File: src/rtl/phase_search_pkg.sv
// Shared types and sizing helpers for the symbol-timing phase search controller.
package phase_search_pkg;

  typedef enum logic [2:0] {
    ST_IDLE    = 3'd0,
    ST_SETTLE  = 3'd1,
    ST_MEASURE = 3'd2,
    ST_CAPTURE = 3'd3,
    ST_DONE    = 3'd4
  } state_t;

  localparam int unsigned NUM_PHASES = 4;
  localparam int unsigned PHASE_W    = $clog2(NUM_PHASES);

  // Counter must reach both SETTLE-1 and 2^win_log2-1; never narrower than one bit.
  function automatic int unsigned cnt_width(input int unsigned settle,
                                            input int unsigned win_log2);
    int unsigned win;
    int unsigned span;
    win  = 32'd1 << win_log2;
    span = (settle > win) ? settle : win;
    return (span < 32'd2) ? 32'd1 : 32'($clog2(span));
  endfunction

endpackage

File: src/rtl/phase_search_ctrl_if.sv
// Control/status bundle between the phase search controller and its host/accumulator.
interface phase_search_ctrl_if
  import phase_search_pkg::*;
#(
  parameter int unsigned ACC_W = 56
);
  logic               sym_clk_en;
  logic               start;
  logic               abort;
  logic [ACC_W-1:0]   acc_val;
  logic               clr_acc;
  logic [PHASE_W-1:0] phase_sel;
  logic               busy;
  logic               done;
  logic [PHASE_W-1:0] best_phase;
  logic [ACC_W-1:0]   best_metric;

  modport master (
    output sym_clk_en, start, abort, acc_val,
    input  clr_acc, phase_sel, busy, done, best_phase, best_metric
  );

  modport slave (
    input  sym_clk_en, start, abort, acc_val,
    output clr_acc, phase_sel, busy, done, best_phase, best_metric
  );
endinterface

File: src/rtl/phase_search_ctrl_sym_tick_cnt.sv
// Symbol-tick counter with a terminal-count strobe, shared by the SETTLE and MEASURE windows.
module sym_tick_cnt #(
  parameter int unsigned CNT_W = 4
) (
  input  logic             clk,
  input  logic             rst_n,
  input  logic             sym_clk_en,
  input  logic             clear,
  input  logic [CNT_W-1:0] limit,
  output logic             tc
);
  logic [CNT_W-1:0] cnt_q;

  always_ff @(posedge clk or negedge rst_n) begin
    if (!rst_n) begin
      cnt_q <= '0;
    end else if (clear) begin
      cnt_q <= '0;
    end else if (sym_clk_en) begin
      cnt_q <= cnt_q + CNT_W'(1);
    end
  end

  // Strobes on the symbol tick that completes the window.
  assign tc = sym_clk_en && (cnt_q == limit);
endmodule

File: src/rtl/phase_search_ctrl.sv
// Sweeps the four matched-filter taps, keeps the lowest-error one, and commits it to phase_sel.
// Define PHASE_SEARCH_CONT_EN to restart the sweep after every commit (continuous tracking).
module phase_search_ctrl
  import phase_search_pkg::*;
#(
  parameter int unsigned WIN_LOG2 = 10,
  parameter int unsigned SETTLE   = 8,
  parameter int unsigned ACC_W    = 56
) (
  input logic                sys_clk,
  input logic                reset_n,
  phase_search_ctrl_if.slave bus
);
  localparam int unsigned        CNT_W       = cnt_width(SETTLE, WIN_LOG2);
  localparam logic [CNT_W-1:0]   SETTLE_LAST = CNT_W'(SETTLE - 32'd1);
  localparam logic [CNT_W-1:0]   WIN_LAST    = CNT_W'((32'd1 << WIN_LOG2) - 32'd1);
  localparam logic [PHASE_W-1:0] LAST_PHASE  = PHASE_W'(NUM_PHASES - 32'd1);

  state_t             state_q, state_d;
  logic [PHASE_W-1:0] phase_sel_q, phase_sel_d;
  logic [PHASE_W-1:0] cand_phase_q, cand_phase_d;
  logic [ACC_W-1:0]   cand_metric_q, cand_metric_d;
  logic [PHASE_W-1:0] best_phase_q, best_phase_d;
  logic [ACC_W-1:0]   best_metric_q, best_metric_d;
  logic               busy_q, done_q;

  logic               clr_acc_c;
  logic               cnt_clear_c;
  logic [CNT_W-1:0]   cnt_limit_c;
  logic               tc;
  logic               take_c;
  logic [PHASE_W-1:0] fin_phase_c;
  logic [ACC_W-1:0]   fin_metric_c;

  sym_tick_cnt #(.CNT_W(CNT_W)) u_tick_cnt (
    .clk        (sys_clk),
    .rst_n      (reset_n),
    .sym_clk_en (bus.sym_clk_en),
    .clear      (cnt_clear_c),
    .limit      (cnt_limit_c),
    .tc         (tc)
  );

  // Strict compare: ties and an all-ones metric keep the earlier (lower) phase.
  assign take_c       = bus.acc_val < cand_metric_q;
  assign fin_phase_c  = take_c ? phase_sel_q : cand_phase_q;
  assign fin_metric_c = take_c ? bus.acc_val : cand_metric_q;

  always_comb begin
    state_d       = state_q;
    phase_sel_d   = phase_sel_q;
    cand_phase_d  = cand_phase_q;
    cand_metric_d = cand_metric_q;
    best_phase_d  = best_phase_q;
    best_metric_d = best_metric_q;
    clr_acc_c     = 1'b0;
    cnt_limit_c   = SETTLE_LAST;

    if (bus.abort && (state_q != ST_IDLE)) begin
      state_d     = ST_IDLE;
      phase_sel_d = best_phase_q;
    end else begin
      unique case (state_q)
        ST_IDLE: begin
          if (bus.start && !bus.abort) begin
            state_d       = ST_SETTLE;
            phase_sel_d   = '0;
            cand_phase_d  = '0;
            cand_metric_d = '1;
          end
        end
        ST_SETTLE: begin
          cnt_limit_c = SETTLE_LAST;
          if (tc) begin
            clr_acc_c = 1'b1;
            state_d   = ST_MEASURE;
          end
        end
        ST_MEASURE: begin
          cnt_limit_c = WIN_LAST;
          if (tc) begin
            state_d = ST_CAPTURE;
          end
        end
        ST_CAPTURE: begin
          cand_phase_d  = fin_phase_c;
          cand_metric_d = fin_metric_c;
          if (phase_sel_q == LAST_PHASE) begin
            // Commit lands together with done in the DONE cycle.
            state_d       = ST_DONE;
            best_phase_d  = fin_phase_c;
            best_metric_d = fin_metric_c;
            phase_sel_d   = fin_phase_c;
          end else begin
            state_d     = ST_SETTLE;
            phase_sel_d = phase_sel_q + PHASE_W'(1);
          end
        end
        ST_DONE: begin
`ifdef PHASE_SEARCH_CONT_EN
          state_d       = ST_SETTLE;
          phase_sel_d   = '0;
          cand_phase_d  = '0;
          cand_metric_d = '1;
`else
          state_d       = ST_IDLE;
          phase_sel_d   = cand_phase_q;
`endif
        end
        default: begin
          state_d     = ST_IDLE;
          phase_sel_d = best_phase_q;
        end
      endcase
    end

    // Restart the window on every state change and hold it at zero outside the windows.
    cnt_clear_c = (state_d != state_q) ||
                  !((state_q == ST_SETTLE) || (state_q == ST_MEASURE));
  end

  always_ff @(posedge sys_clk or negedge reset_n) begin
    if (!reset_n) begin
      state_q       <= ST_IDLE;
      phase_sel_q   <= '0;
      cand_phase_q  <= '0;
      cand_metric_q <= '1;
      best_phase_q  <= '0;
      best_metric_q <= '1;
      busy_q        <= 1'b0;
      done_q        <= 1'b0;
    end else begin
      state_q       <= state_d;
      phase_sel_q   <= phase_sel_d;
      cand_phase_q  <= cand_phase_d;
      cand_metric_q <= cand_metric_d;
      best_phase_q  <= best_phase_d;
      best_metric_q <= best_metric_d;
      busy_q        <= (state_d != ST_IDLE);
      done_q        <= (state_d == ST_DONE);
    end
  end

  assign bus.clr_acc     = clr_acc_c;
  assign bus.phase_sel   = phase_sel_q;
  assign bus.busy        = busy_q;
  assign bus.done        = done_q;
  assign bus.best_phase  = best_phase_q;
  assign bus.best_metric = best_metric_q;
endmodule

File: src/flat_wrapper.sv
// flat-port wrapper written by rule: the top's interface ports become plain ports
module phase_search_ctrl_flat import phase_search_pkg::*;
#(
  parameter int unsigned WIN_LOG2 = 10,
  parameter int unsigned SETTLE   = 8,
  parameter int unsigned ACC_W    = 56
)
  (sys_clk, reset_n, bus_sym_clk_en, bus_start, bus_abort, bus_acc_val, bus_clr_acc, bus_phase_sel, bus_busy, bus_done, bus_best_phase, bus_best_metric);
  phase_search_ctrl_if #(.ACC_W(ACC_W)) bus_i ();
  input logic sys_clk;
  input logic reset_n;
  input wire logic [$bits(bus_i.sym_clk_en)-1:0] bus_sym_clk_en;
  input wire logic [$bits(bus_i.start)-1:0] bus_start;
  input wire logic [$bits(bus_i.abort)-1:0] bus_abort;
  input wire logic [$bits(bus_i.acc_val)-1:0] bus_acc_val;
  output wire logic [$bits(bus_i.clr_acc)-1:0] bus_clr_acc;
  output wire logic [$bits(bus_i.phase_sel)-1:0] bus_phase_sel;
  output wire logic [$bits(bus_i.busy)-1:0] bus_busy;
  output wire logic [$bits(bus_i.done)-1:0] bus_done;
  output wire logic [$bits(bus_i.best_phase)-1:0] bus_best_phase;
  output wire logic [$bits(bus_i.best_metric)-1:0] bus_best_metric;
  assign bus_i.sym_clk_en = bus_sym_clk_en;
  assign bus_i.start = bus_start;
  assign bus_i.abort = bus_abort;
  assign bus_i.acc_val = bus_acc_val;
  assign bus_clr_acc = bus_i.clr_acc;
  assign bus_phase_sel = bus_i.phase_sel;
  assign bus_busy = bus_i.busy;
  assign bus_done = bus_i.done;
  assign bus_best_phase = bus_i.best_phase;
  assign bus_best_metric = bus_i.best_metric;
  phase_search_ctrl #(.WIN_LOG2(WIN_LOG2), .SETTLE(SETTLE), .ACC_W(ACC_W)) u_core (.sys_clk(sys_clk), .reset_n(reset_n), .bus(bus_i));
endmodule
File: config.mk
export PLATFORM = sky130hd
export DESIGN_NAME = phase_search_ctrl_flat
export DESIGN_NICKNAME = d
export VERILOG_FILES = /design/src/rtl/phase_search_pkg.sv /design/src/rtl/phase_search_ctrl_if.sv /design/src/rtl/phase_search_ctrl_sym_tick_cnt.sv /design/src/rtl/phase_search_ctrl.sv /design/src/flat_wrapper.sv
export SDC_FILE = /design/constraint.sdc
export NUM_CORES = 1
export LEC_CHECK = 0
export BUFFER_PORTS_ARGS = -buffer_cell sky130_fd_sc_hd__buf_4
export CORE_MARGIN = 4
export CORE_UTILIZATION = 50
export CTS_CLUSTER_DIAMETER = 50
export DETAILED_ROUTE_END_ITERATION = 10
export PLACE_DENSITY = 0.79
export SETUP_SLACK_MARGIN = 0.2
export SLEW_MARGIN = 20
export SYNTH_ARGS = -nofsm -noshare
export SYNTH_HDL_FRONTEND = slang
export SYNTH_HIERARCHICAL = 1
export SYNTH_SLANG_ARGS = --single-unit
File: constraint.sdc
create_clock -name sys_clk -period 7.4 [get_ports sys_clk]
set_input_delay 0 -clock sys_clk [delete_from_list [all_inputs] [get_ports sys_clk]]
set_output_delay 0 -clock sys_clk [all_outputs]
set_load 0.05 [all_outputs]
==> results.txt, run 1 <==
outcome -> finished with violations
violated checks -> hold timing
Net Switching -> 0.882 mW
slew margin rel. -> 0.246
area leader, netlist -> dfstp_2
cts hold-fix bufs -> 58
ANT nets after route -> 0
layout cell share with drive strength beyond 1 -> 0.278
Die Area -> 0.0172 mm^2
post-DP HPWL -> 11.7 mm
# H-tree levels -> 4
vias in the first global route -> 6180
Setup Viol. Count Final -> 0
CTS tree -> yes
Worst Hold Margin -> -10.5 ps
row count -> 44
CP required -> 7700 ps
drt drc -> 0
Netlist cell types -> 51
Post-CTS Setup Bufs -> 0
reg-to-reg endpoint -> u_core/bus.best_metric[51]
Post-Syn Area per Cell -> 9.09 um^2
#FFs+latches synth -> 133
initial detailed-routing violation count -> 380
synth cell count leaders -> 134 x nor2_1, 112 x dfstp_2, 89 x a21oi_1
width of the die -> 131 um
RePlAce Congestion -> 0.769
initial antenna violation count -> 0
first-pass GRT wire length -> 29.6 mm
Fmax -> 0.276 GHz
Initial Utilization -> 0.515
clock root cell -> clkbuf_16
Sink Count -> 133
area delta synth->final -> 28.9%
Port Buffers -> 123
clk slew on worst S/H paths -> 60 ps
Fin. Hold Viols -> 6
Worst Path Max Fanout -> 59
Synth area leaders -> dfstp_2 39%, ha_1 9.4%, mux2i_1 7.5%
clk_lat worst skew -> 420 ps
Inserted Clock Buffers -> 17
pwr/cell area -> 275 mW/mm^2
worst-margin pin slew -> 1130 ps
clk_skew -> 13.0 ps
switch share -> 0.329
Gate Count Post-Synth -> 832
Synth Area in Compound Gates -> 0.146
total of max-cap violations -> 0
main combinational cell family by area after synthesis -> simple AND/OR/NAND/NOR gates
setup slack, reg-to-reg -> 3770 ps
number of fill cells in the layout -> 1178
TritonRoute pass-1 iters -> 4
# IOs -> 124
number of vias per cell -> 5.30
Synth warnings -> 6
Power, Total -> 2.68 mW
adder-cell share of the synthesized area -> 0.0943
DR vias -> 6326
core area -> 0.0147 mm^2
fin. max-slew vios -> 0
crit end category -> flip-flop
unrepaired setup endpoints after global routing -> false
ys async rst share -> 1.00
minimum clock period -> 3630 ps
post-synthesis mux area share -> 0.0754
count of non-filler cells in the finished layout -> 1193
Overflow after GRT -> 0
Hold Crit Class -> in2async
clock power share -> 0.322
worst r2r path cells -> 9
Seq/Total Area, Yosys -> 0.458
CTS Buffer Depth -> 2
Fin Setup TNS -> 0 ps
Synth Flop Type -> dfstp_2
area share of xor/xnor cells in the synthesized design -> 0.0174
LEAKAGE -> 4.57 nW
P_int -> 1.80 mW
Combinational Power Share -> 0.293
largest net degree at the start of global routing -> 94
Crit Path Category -> reg2reg
CP Launch Point -> u_core/cand_metric_q[55]
Synth Area in Simple Gates -> 0.148
Final nets -> 1114
Avg WL per Cell -> 15.1 um
overall routing resource usage -> 0.217
Placed Cells incl. Taps -> 1103
# diodes -> 0
Yosys top cell area share -> 0.389
Netlist Area Pre-Place -> 0.00756 mm^2
sequential share of power -> 0.385
ratio of final minimum period to clock period -> 0.490
VDD IR max -> 0.199 mV
Startpoint Class -> flip-flop
PostCTS Resize Cnt -> 0
most common cell in the netlist -> nor2_1
count of flip-flops with a built-in enable after synthesis -> 0
CP Data Arrival Time -> 3930 ps
Die Y -> 131 um
Critical R2R Launch -> u_core/cand_metric_q[55]
Total Wirelength -> 18.0 mm
-- placed cells by master (no fill, tap or decap), types with 2 or more instances in the layout --
cell,count
nand3_1,10
clkinvlp_4,3
dfrtp_1,21
a21o_1,6
or4_1,4
bufinv_16,3
clkbuf_8,2
nor2_1,133
o21a_1,4
o21ai_0,74
dlygate4sd3_1,58
inv_1,62
clkbuf_16,17
clkinv_2,5
a21oi_1,89
nor3_1,3
o22ai_1,2
xor2_1,4
dfstp_2,112
o31ai_1,4
o221ai_1,3
mux2i_1,57
buf_4,128
ha_1,57
a211oi_1,5
nand3b_1,2
conb_1,3
or3_1,3
nor4_1,2
a211o_1,2
xnor2_1,11
nand4_1,11
nand2_1,86
-- registers in the layout, indices dropped and copies added, names as in the netlist --
name,flops
u_core/bus.best_metric,56
u_core/cand_metric_q,56
u_core/u_tick_cnt/cnt_q,10
u_core/state_q,3
u_core/bus.best_phase,2
u_core/bus.phase_sel,2
u_core/cand_phase_q,2
u_core/bus.busy,1
u_core/bus.done,1
-- per-layer routing --
metal / GRT usage / vias to the layer above / part of all wire
li1: - / 3156 / -
met1: 0.279 / 2976 / 0.45
met2: 0.357 / 163 / 0.48
met5: 0 / - / 0
met3: 0.0488 / 31 / 0.050
met4: 0.0817 / 0 / 0.020
-- worst max-delay path, cell delays in order (launching register included) --
cell	delay, ps
dfstp_2	540
inv_1	40
ha_1	290
nand4_1	170
nor4_2	360
nand3_1	140
o21ai_0	530
or2_4	1000
mux2i_1	320
a21oi_1	90
-- cell type report --
class | instances | area [um^2] | area share
clock buffers | 19 | 453 | 0.0464
clock inverters | 13 | 155 | 0.0159
inverters | 62 | 233 | 0.0239
multi-input cells | 596 | 3670 | 0.377
flip-flops and latches | 133 | 3470 | 0.356
well taps | 184 | 230 | 0.0236
repair buffers | 186 | 1540 | 0.158
-- through the flow --
stage	worst slack (ps)	util	instance area (um^2)	hold WS (ps)
2_1_floorplan	3780	-	7570	-296
5_1_grt	3600	0.664	9750	64.5
3_5_place_dp	3740	0.582	8560	235
4_1_cts	3740	0.663	9750	16.0
6_report	3770	0.664	9750	-10.5
3_3_place_gp	3840	0.582	8560	229
-- worst max path at each step --
stage	endpoint	cells after the start	slack [ps]
2_1_floorplan	bus_clr_acc	9	3780
3_3_place_gp	u_core/u_tick_cnt/cnt_q[8]	10	3840
3_5_place_dp	u_core/u_tick_cnt/cnt_q[8]	10	3740
4_1_cts	u_core/u_tick_cnt/cnt_q[8]	10	3740
5_1_grt	u_core/bus.best_metric[51]	9	3600
6_report	u_core/bus.best_metric[51]	9	3770
-- power groups by stage --
stage	sequential (mW)	clock (mW)	combinational (mW)
floorplan	1.10	0	0.491
global placement	1.03	0	0.738
detailed placement	1.04	0	0.757
CTS	1.03	0.884	0.788
global route	1.06	0.917	0.877
finish	1.03	0.862	0.784
-- cell families after synthesis --
family,count (synthesis)
AOI/OAI and AO/OA,199
xor gates and xnor gates,15
adders and majority gates,57
buffers and inverters,105
DFF,133
muxes,57
other,1
and+or+nand+nor,265
Power figures use the tool's default switching activity.
==> run 2: changes to the inputs <==
==> constraint.sdc (replaced) <==
create_clock -name sys_clk -period 3.7 [get_ports sys_clk]
set_input_delay 0 -clock sys_clk [delete_from_list [all_inputs] [get_ports sys_clk]]
set_output_delay 0 -clock sys_clk [all_outputs]
set_load 0.05 [all_outputs]
==> results.txt, run 2 (synthesized netlist as in run 1, its figures left out) <==
Fmax -> 0.305 GHz (was 0.276 GHz)
CTS Buffer Depth -> 2 (unchanged)
unrepaired setup endpoints after global routing -> false (unchanged)
commonest non-fill, non-tap cells in the layout -> 133 x nor2_1, 127 x buf_4, 112 x dfstp_2, 89 x a21oi_1, 86 x nand2_1 (was 133 x nor2_1, 128 x buf_4, 112 x dfstp_2, 89 x a21oi_1, 86 x nand2_1)
Worst Path Max Fanout -> 26 (was 59)
# H-tree levels -> 4 (unchanged)
ratio of final minimum period to clock period -> 0.888 (was 0.490)
area delta synth->final -> 30.0% (was 28.9%)
layout cell share with drive strength beyond 1 -> 0.280 (was 0.278)
largest net degree at the start of global routing -> 95 (was 94)
first-pass GRT wire length -> 31.2 mm (was 29.6 mm)
initial antenna violation count -> 0 (unchanged)
fin. max-slew vios -> 0 (unchanged)
worst-margin pin slew -> 753 ps (was 1130 ps)
width of the die -> 131 um (unchanged)
clk slew on worst S/H paths -> 60 ps (about the same)
Die Y -> 131 um (unchanged)
row count -> 44 (unchanged)
vias in the first global route -> 6543 (was 6180)
Crit Path Category -> reg2reg (unchanged)
minimum clock period -> 3280 ps (was 3630 ps)
Avg WL per Cell -> 15.8 um (was 15.1 um)
CP Data Arrival Time -> 3610 ps (was 3930 ps)
VDD IR max -> 0.380 mV (was 0.199 mV)
slew margin rel. -> 0.498 (was 0.246)
Port Buffers -> 123 (unchanged)
DR vias -> 6498 (was 6326)
Startpoint Class -> flip-flop (unchanged)
Setup Viol. Count Final -> 0 (unchanged)
Fin. Hold Viols -> 0 (was 6)
TritonRoute pass-1 iters -> 5 (was 4)
clk_lat worst skew -> 420 ps (about the same)
Die Area -> 0.0172 mm^2 (unchanged)
# diodes -> 0 (unchanged)
Placed Cells incl. Taps -> 1107 (was 1103)
Overflow after GRT -> 0 (unchanged)
Fin Setup TNS -> 0 ps (unchanged)
Final nets -> 1119 (was 1114)
# IOs -> 124 (unchanged)
LEAKAGE -> 4.60 nW (was 4.57 nW)
CP required -> 4030 ps (was 7700 ps)
drt drc -> 0 (unchanged)
Inserted Clock Buffers -> 17 (unchanged)
PostCTS Resize Cnt -> 0 (unchanged)
RePlAce Congestion -> 0.796 (was 0.769)
count of non-filler cells in the finished layout -> 1198 (was 1193)
most common cell after layout, fill and taps aside -> nor2_1 (unchanged)
number of vias per cell -> 5.42 (was 5.30)
outcome -> finished clean (was finished with violations)
Sink Count -> 133 (unchanged)
clk_skew -> 7.47 ps (was 13.0 ps)
Initial Utilization -> 0.515 (unchanged)
Worst Hold Margin -> 64.3 ps (was -10.5 ps)
Total Wirelength -> 19.0 mm (was 18.0 mm)
CTS tree -> yes (unchanged)
initial detailed-routing violation count -> 452 (was 380)
overall routing resource usage -> 0.228 (was 0.217)
total of max-cap violations -> 0 (unchanged)
clock root cell -> clkbuf_16 (unchanged)
Post-Route Utilization -> 0.669 (was 0.664)
ANT nets after route -> 0 (unchanged)
core area -> 0.0147 mm^2 (unchanged)
Hold Crit Class -> in2reg (was in2async)
crit end category -> flip-flop (unchanged)
post-DP HPWL -> 12.5 mm (was 11.7 mm)
pwr/cell area -> 550 mW/mm^2 (was 275 mW/mm^2)
[run 2: critical path, stage by stage (launching register included)]
cell and delay, ps:
dfstp_2 540, inv_1 40, ha_1 280, nand4_1 180, nor4_2 400, nand3_1 150
or3_1 380, a31oi_4 230, or2_4 350, buf_12 280, mux2i_1 240, a21oi_1 100
[run 2: layout make-up]
cell class / count / area [um^2]
Sequential cell: 133 / 3470
Tap cell: 184 / 230
Inverter: 62 / 233
Multi-Input combinational cell: 596 / 3670
Clock inverter: 14 / 158
Fill cell: 1157 / 4860
Clock buffer: 18 / 439
Timing Repair Buffer: 191 / 1640
[run 2: per-stage QoR]
step	power [mW]	cell area, um^2	setup slack, ps
floorplan	3.18	7580	661
global placement	3.57	8650	641
detailed placement	3.64	8650	475
CTS	5.42	9830	452
global route	5.73	9840	289
finish	5.41	9840	416
[run 2: timing repair]
item / in CTS / in global routing
buffers inserted: 0 / 0
hold endpoints to repair: 130 / 0
hold buffers: 59 / 0
endpoints found under the setup margin: 0 / 0
[run 2: worst paths after layout]
kind                                                 start                          to  slack [ps]  depth (start not counted)
worst max-delay path              u_core/cand_metric_q[55]  u_core/bus.best_metric[37]         420                         11
worst min-delay path                             bus_abort           u_core/state_q[1]          60                          3
worst max register to register    u_core/cand_metric_q[55]  u_core/bus.best_metric[37]         420                         11
worst min register to register  u_core/bus.best_metric[25]  u_core/bus.best_metric[25]         500                          2
max in group asynchronous                          reset_n  u_core/bus.best_metric[12]        2690                          3
min in group asynchronous                          reset_n  u_core/u_tick_cnt/cnt_q[7]         220                          2
[run 2: report_power, final]
| group | internal (mW) | switching, mW |
|---|---|---|
| Clock | 1.07 | 0.639 |
| Combinational | 0.675 | 0.952 |
| Sequential | 1.86 | 0.213 |
[run 2: layer usage]
metal | global-route usage | up-vias | part of all wire
li1 | - | 3184 | -
met1 | 0.287 | 3095 | 0.43
met2 | 0.390 | 191 | 0.50
met3 | 0.0476 | 28 | 0.052
met4 | 0.0774 | 0 | 0.018
met5 | 0 | - | 0
==> run 3: changes to the inputs <==
--- a/config.mk
+++ b/config.mk
@@ -6,11 +6,13 @@
 export NUM_CORES = 1
 export LEC_CHECK = 0
 export BUFFER_PORTS_ARGS = -buffer_cell sky130_fd_sc_hd__buf_4
+export CAP_MARGIN = 40
 export CORE_MARGIN = 4
 export CORE_UTILIZATION = 50
 export CTS_CLUSTER_DIAMETER = 50
 export DETAILED_ROUTE_END_ITERATION = 10
-export PLACE_DENSITY = 0.79
+export GPL_ROUTABILITY_DRIVEN = 0
+export PLACE_DENSITY = 0.82
 export SETUP_SLACK_MARGIN = 0.2
 export SLEW_MARGIN = 20
 export SYNTH_ARGS = -nofsm -noshare
==> constraint.sdc (replaced) <==
create_clock -name sys_clk -period 2.9 [get_ports sys_clk]
set_input_delay 0 -clock sys_clk [delete_from_list [all_inputs] [get_ports sys_clk]]
set_output_delay 0 -clock sys_clk [all_outputs]
set_load 0.05 [all_outputs]
==> results.txt, run 3 (synthesized netlist as in run 1, its figures left out) <==
minimum clock period -> 3130 ps (was 3280 ps)
post-DP HPWL -> 12.3 mm (was 12.5 mm)
Startpoint Class -> flip-flop (unchanged)
Power, Total -> 7.55 mW (was 5.41 mW)
first-pass GRT wire length -> 35.1 mm (was 31.2 mm)
pre-CTS WS -> -99.3 ps (was 475 ps)
CP bufs+invs -> 3 (was 2)
commonest non-fill, non-tap cells in the layout -> 151 x buf_4, 133 x nor2_1, 112 x dfstp_2, 84 x a21oi_1, 65 x nand2_1 (was 133 x nor2_1, 127 x buf_4, 112 x dfstp_2, 89 x a21oi_1, 86 x nand2_1)
Min-Delay Path Depth -> 4 (was 3)
# H-tree levels -> 4 (unchanged)
WL met1 -> 9.41 mm (was 8.11 mm)
Overflow after GRT -> 0 (unchanged)
Post-Route Utilization -> 0.751 (was 0.669)
violated checks -> setup timing
core area -> 0.0147 mm^2 (unchanged)
VDD IR max -> 0.497 mV (was 0.380 mV)
Worst Hold Margin -> 76.3 ps (was 64.3 ps)
Fin. Hold Viols -> 0 (unchanged)
Fmax -> 0.319 GHz (was 0.305 GHz)
worst-margin pin slew -> 645 ps (was 753 ps)
clk_lat worst skew -> 420 ps (about the same)
clk_skew -> 9.81 ps (was 7.47 ps)
# diodes -> 0 (unchanged)
pwr/cell area -> 684 mW/mm^2 (was 550 mW/mm^2)
CP Data Arrival Time -> 3440 ps (was 3610 ps)
width of the die -> 131 um (unchanged)
# IOs -> 124 (unchanged)
largest net degree at the start of global routing -> 75 (was 95)
Setup Viol. Count Final -> 116 (was 0)
Hold Crit Class -> in2reg (unchanged)
Top Layer Used -> met4 (unchanged)
Crit Path Category -> reg2reg (unchanged)
clock root cell -> clkbuf_16 (unchanged)
total of max-cap violations -> 0 (unchanged)
drt drc -> 0 (unchanged)
DR vias -> 7243 (was 6498)
number of vias per cell -> 5.81 (was 5.42)
clk slew on worst S/H paths -> 60 ps (about the same)
layout cell share with drive strength beyond 1 -> 0.406 (was 0.280)
LEAKAGE -> 5.05 nW (was 4.60 nW)
Inserted Clock Buffers -> 17 (unchanged)
Die Y -> 131 um (unchanged)
worst-path cell chain -> inv_2, ha_4, nand4_1, nor4_4, nand3_2, or3_4, a31oi_4, or2_4, buf_12, buf_12, mux2i_1, a21oi_1 (was inv_1, ha_1, nand4_1, nor4_2, nand3_1, or3_1, a31oi_4, or2_4, buf_12, mux2i_1, a21oi_1)
Final nets -> 1168 (was 1119)
Crit path max-delay family -> simple AND/OR/NAND/NOR gates (unchanged)
Levels on crit path -> 12 (was 11)
row count -> 44 (unchanged)
Die Area -> 0.0172 mm^2 (unchanged)
initial detailed-routing violation count -> 780 (was 452)
slowest CP cell -> dfstp_2 (unchanged)
area delta synth->final -> 45.9% (was 30.0%)
Port Buffers -> 123 (unchanged)
Total Wirelength -> 24.0 mm (was 19.0 mm)
ANT nets after route -> 0 (unchanged)
overall routing resource usage -> 0.259 (was 0.228)
slew margin rel. -> 0.570 (was 0.498)
CP required -> 3210 ps (was 4030 ps)
vias in the first global route -> 6989 (was 6543)
CTS Buffer Depth -> 2 (unchanged)
placed cell areas -> 0.00885 mm^2 (was 0.00865 mm^2)
crit-path max cell delay -> 560 ps (was 540 ps)
WL met2 -> 12.3 mm (was 9.52 mm)
Worst Path Max Fanout -> 12 (was 26)
initial antenna violation count -> 0 (unchanged)
ratio of final minimum period to clock period -> 1.08 (was 0.888)
Worst path most repeated cell -> buf_12
fin. max-slew vios -> 0 (unchanged)
unrepaired setup endpoints after global routing -> true (was false)
outcome -> finished with violations (was finished clean)
most common cell after layout, fill and taps aside -> buf_4 (was nor2_1)
crit end category -> flip-flop (unchanged)
CTS tree -> yes (unchanged)
Sink Count -> 133 (unchanged)
TritonRoute pass-1 iters -> 6 (was 5)
cell area after layout -> 0.0110 mm^2 (was 0.00984 mm^2)
met3 routed WL -> 1.38 mm (was 995 um)
Initial Utilization -> 0.515 (unchanged)
Avg WL per Cell -> 19.3 um (was 15.8 um)
worst r2r path cells -> 12 (was 11)
Final WS setup -> -234 ps (was 416 ps)
## run 3: changes by cell type in the layout (fill, tap and decap cells not counted), moves of 8 or more
cell,previous run,this run
o21ai_0,74,14
o21ai_2,0,42
buf_4,127,151
nand2_1,86,65
nand2_2,0,18
o21ai_1,1,15
mux2i_1,57,46
buf_16,0,10
mux2i_2,0,9
ha_1,57,49
ha_4,0,8
## run 3: power breakdown
part	total (mW)	switching (mW)	internal [mW]
Sequential	2.65	0.280	2.37
Combinational	2.87	1.57	1.31
Clock	2.02	0.810	1.21
Total	7.55	2.66	4.89
## run 3: cell type report
cell class,instances,area [um^2]
inverter,62,233
clock buffer,22,464
fill,907,3660
tap,184,230
timing repair buffer,240,2390
sequential,133,3470
multi-input combinational,596,4160
clock inverter,10,80.1
## run 3: per-layer routing
metal  GRT usage  vias to the layer above
li1            -                     3291
met1       0.334                     3494
met2       0.432                      368
met3      0.0512                       90
met4      0.0974                        0
met5           0                        -
## run 3: timing repair
action                     in CTS  in global routing
gates resized for setup       132                 54
hold buffers                   59                  0
setup buffers                  13                  8
cloned                          6                  6
hold endpoints to repair      138                  0
setup endpoints to repair     118                118
pin swaps                      28                 21
## run 3: worst paths after layout
kind,slack (ps),from,to
worst max-delay path,-230,u_core/cand_metric_q[54],u_core/bus.best_metric[48]
worst min-delay path,80,bus_abort,u_core/state_q[0]
worst max register to register,-230,u_core/cand_metric_q[54],u_core/bus.best_metric[48]
worst min register to register,500,u_core/bus.best_metric[24],u_core/bus.best_metric[24]
max in group asynchronous,2360,reset_n,u_core/bus.best_metric[31]
min in group asynchronous,150,reset_n,u_core/bus.phase_sel[0]
## run 3: per-stage QoR
| step | setup TNS (ps) | cells |
|---|---|---|
| 6_report | -12150 | 1247 |
| 5_1_grt | -21770 | 1247 |
| 4_1_cts | -553 | 1232 |
| 3_5_place_dp | -1280 | 1122 |
| 3_3_place_gp | 0 | 1122 |
| 2_1_floorplan | 0 | 834 |
## run 3: worst register-to-register path, cell delays in order (launching register included)
cell and delay [ps]:
dfstp_2 560, inv_2 50, ha_4 260, nand4_1 220
nor4_4 410, nand3_2 130, or3_4 360, a31oi_4 150
or2_4 170, buf_12 170, buf_12 170, mux2i_1 260
a21oi_1 120
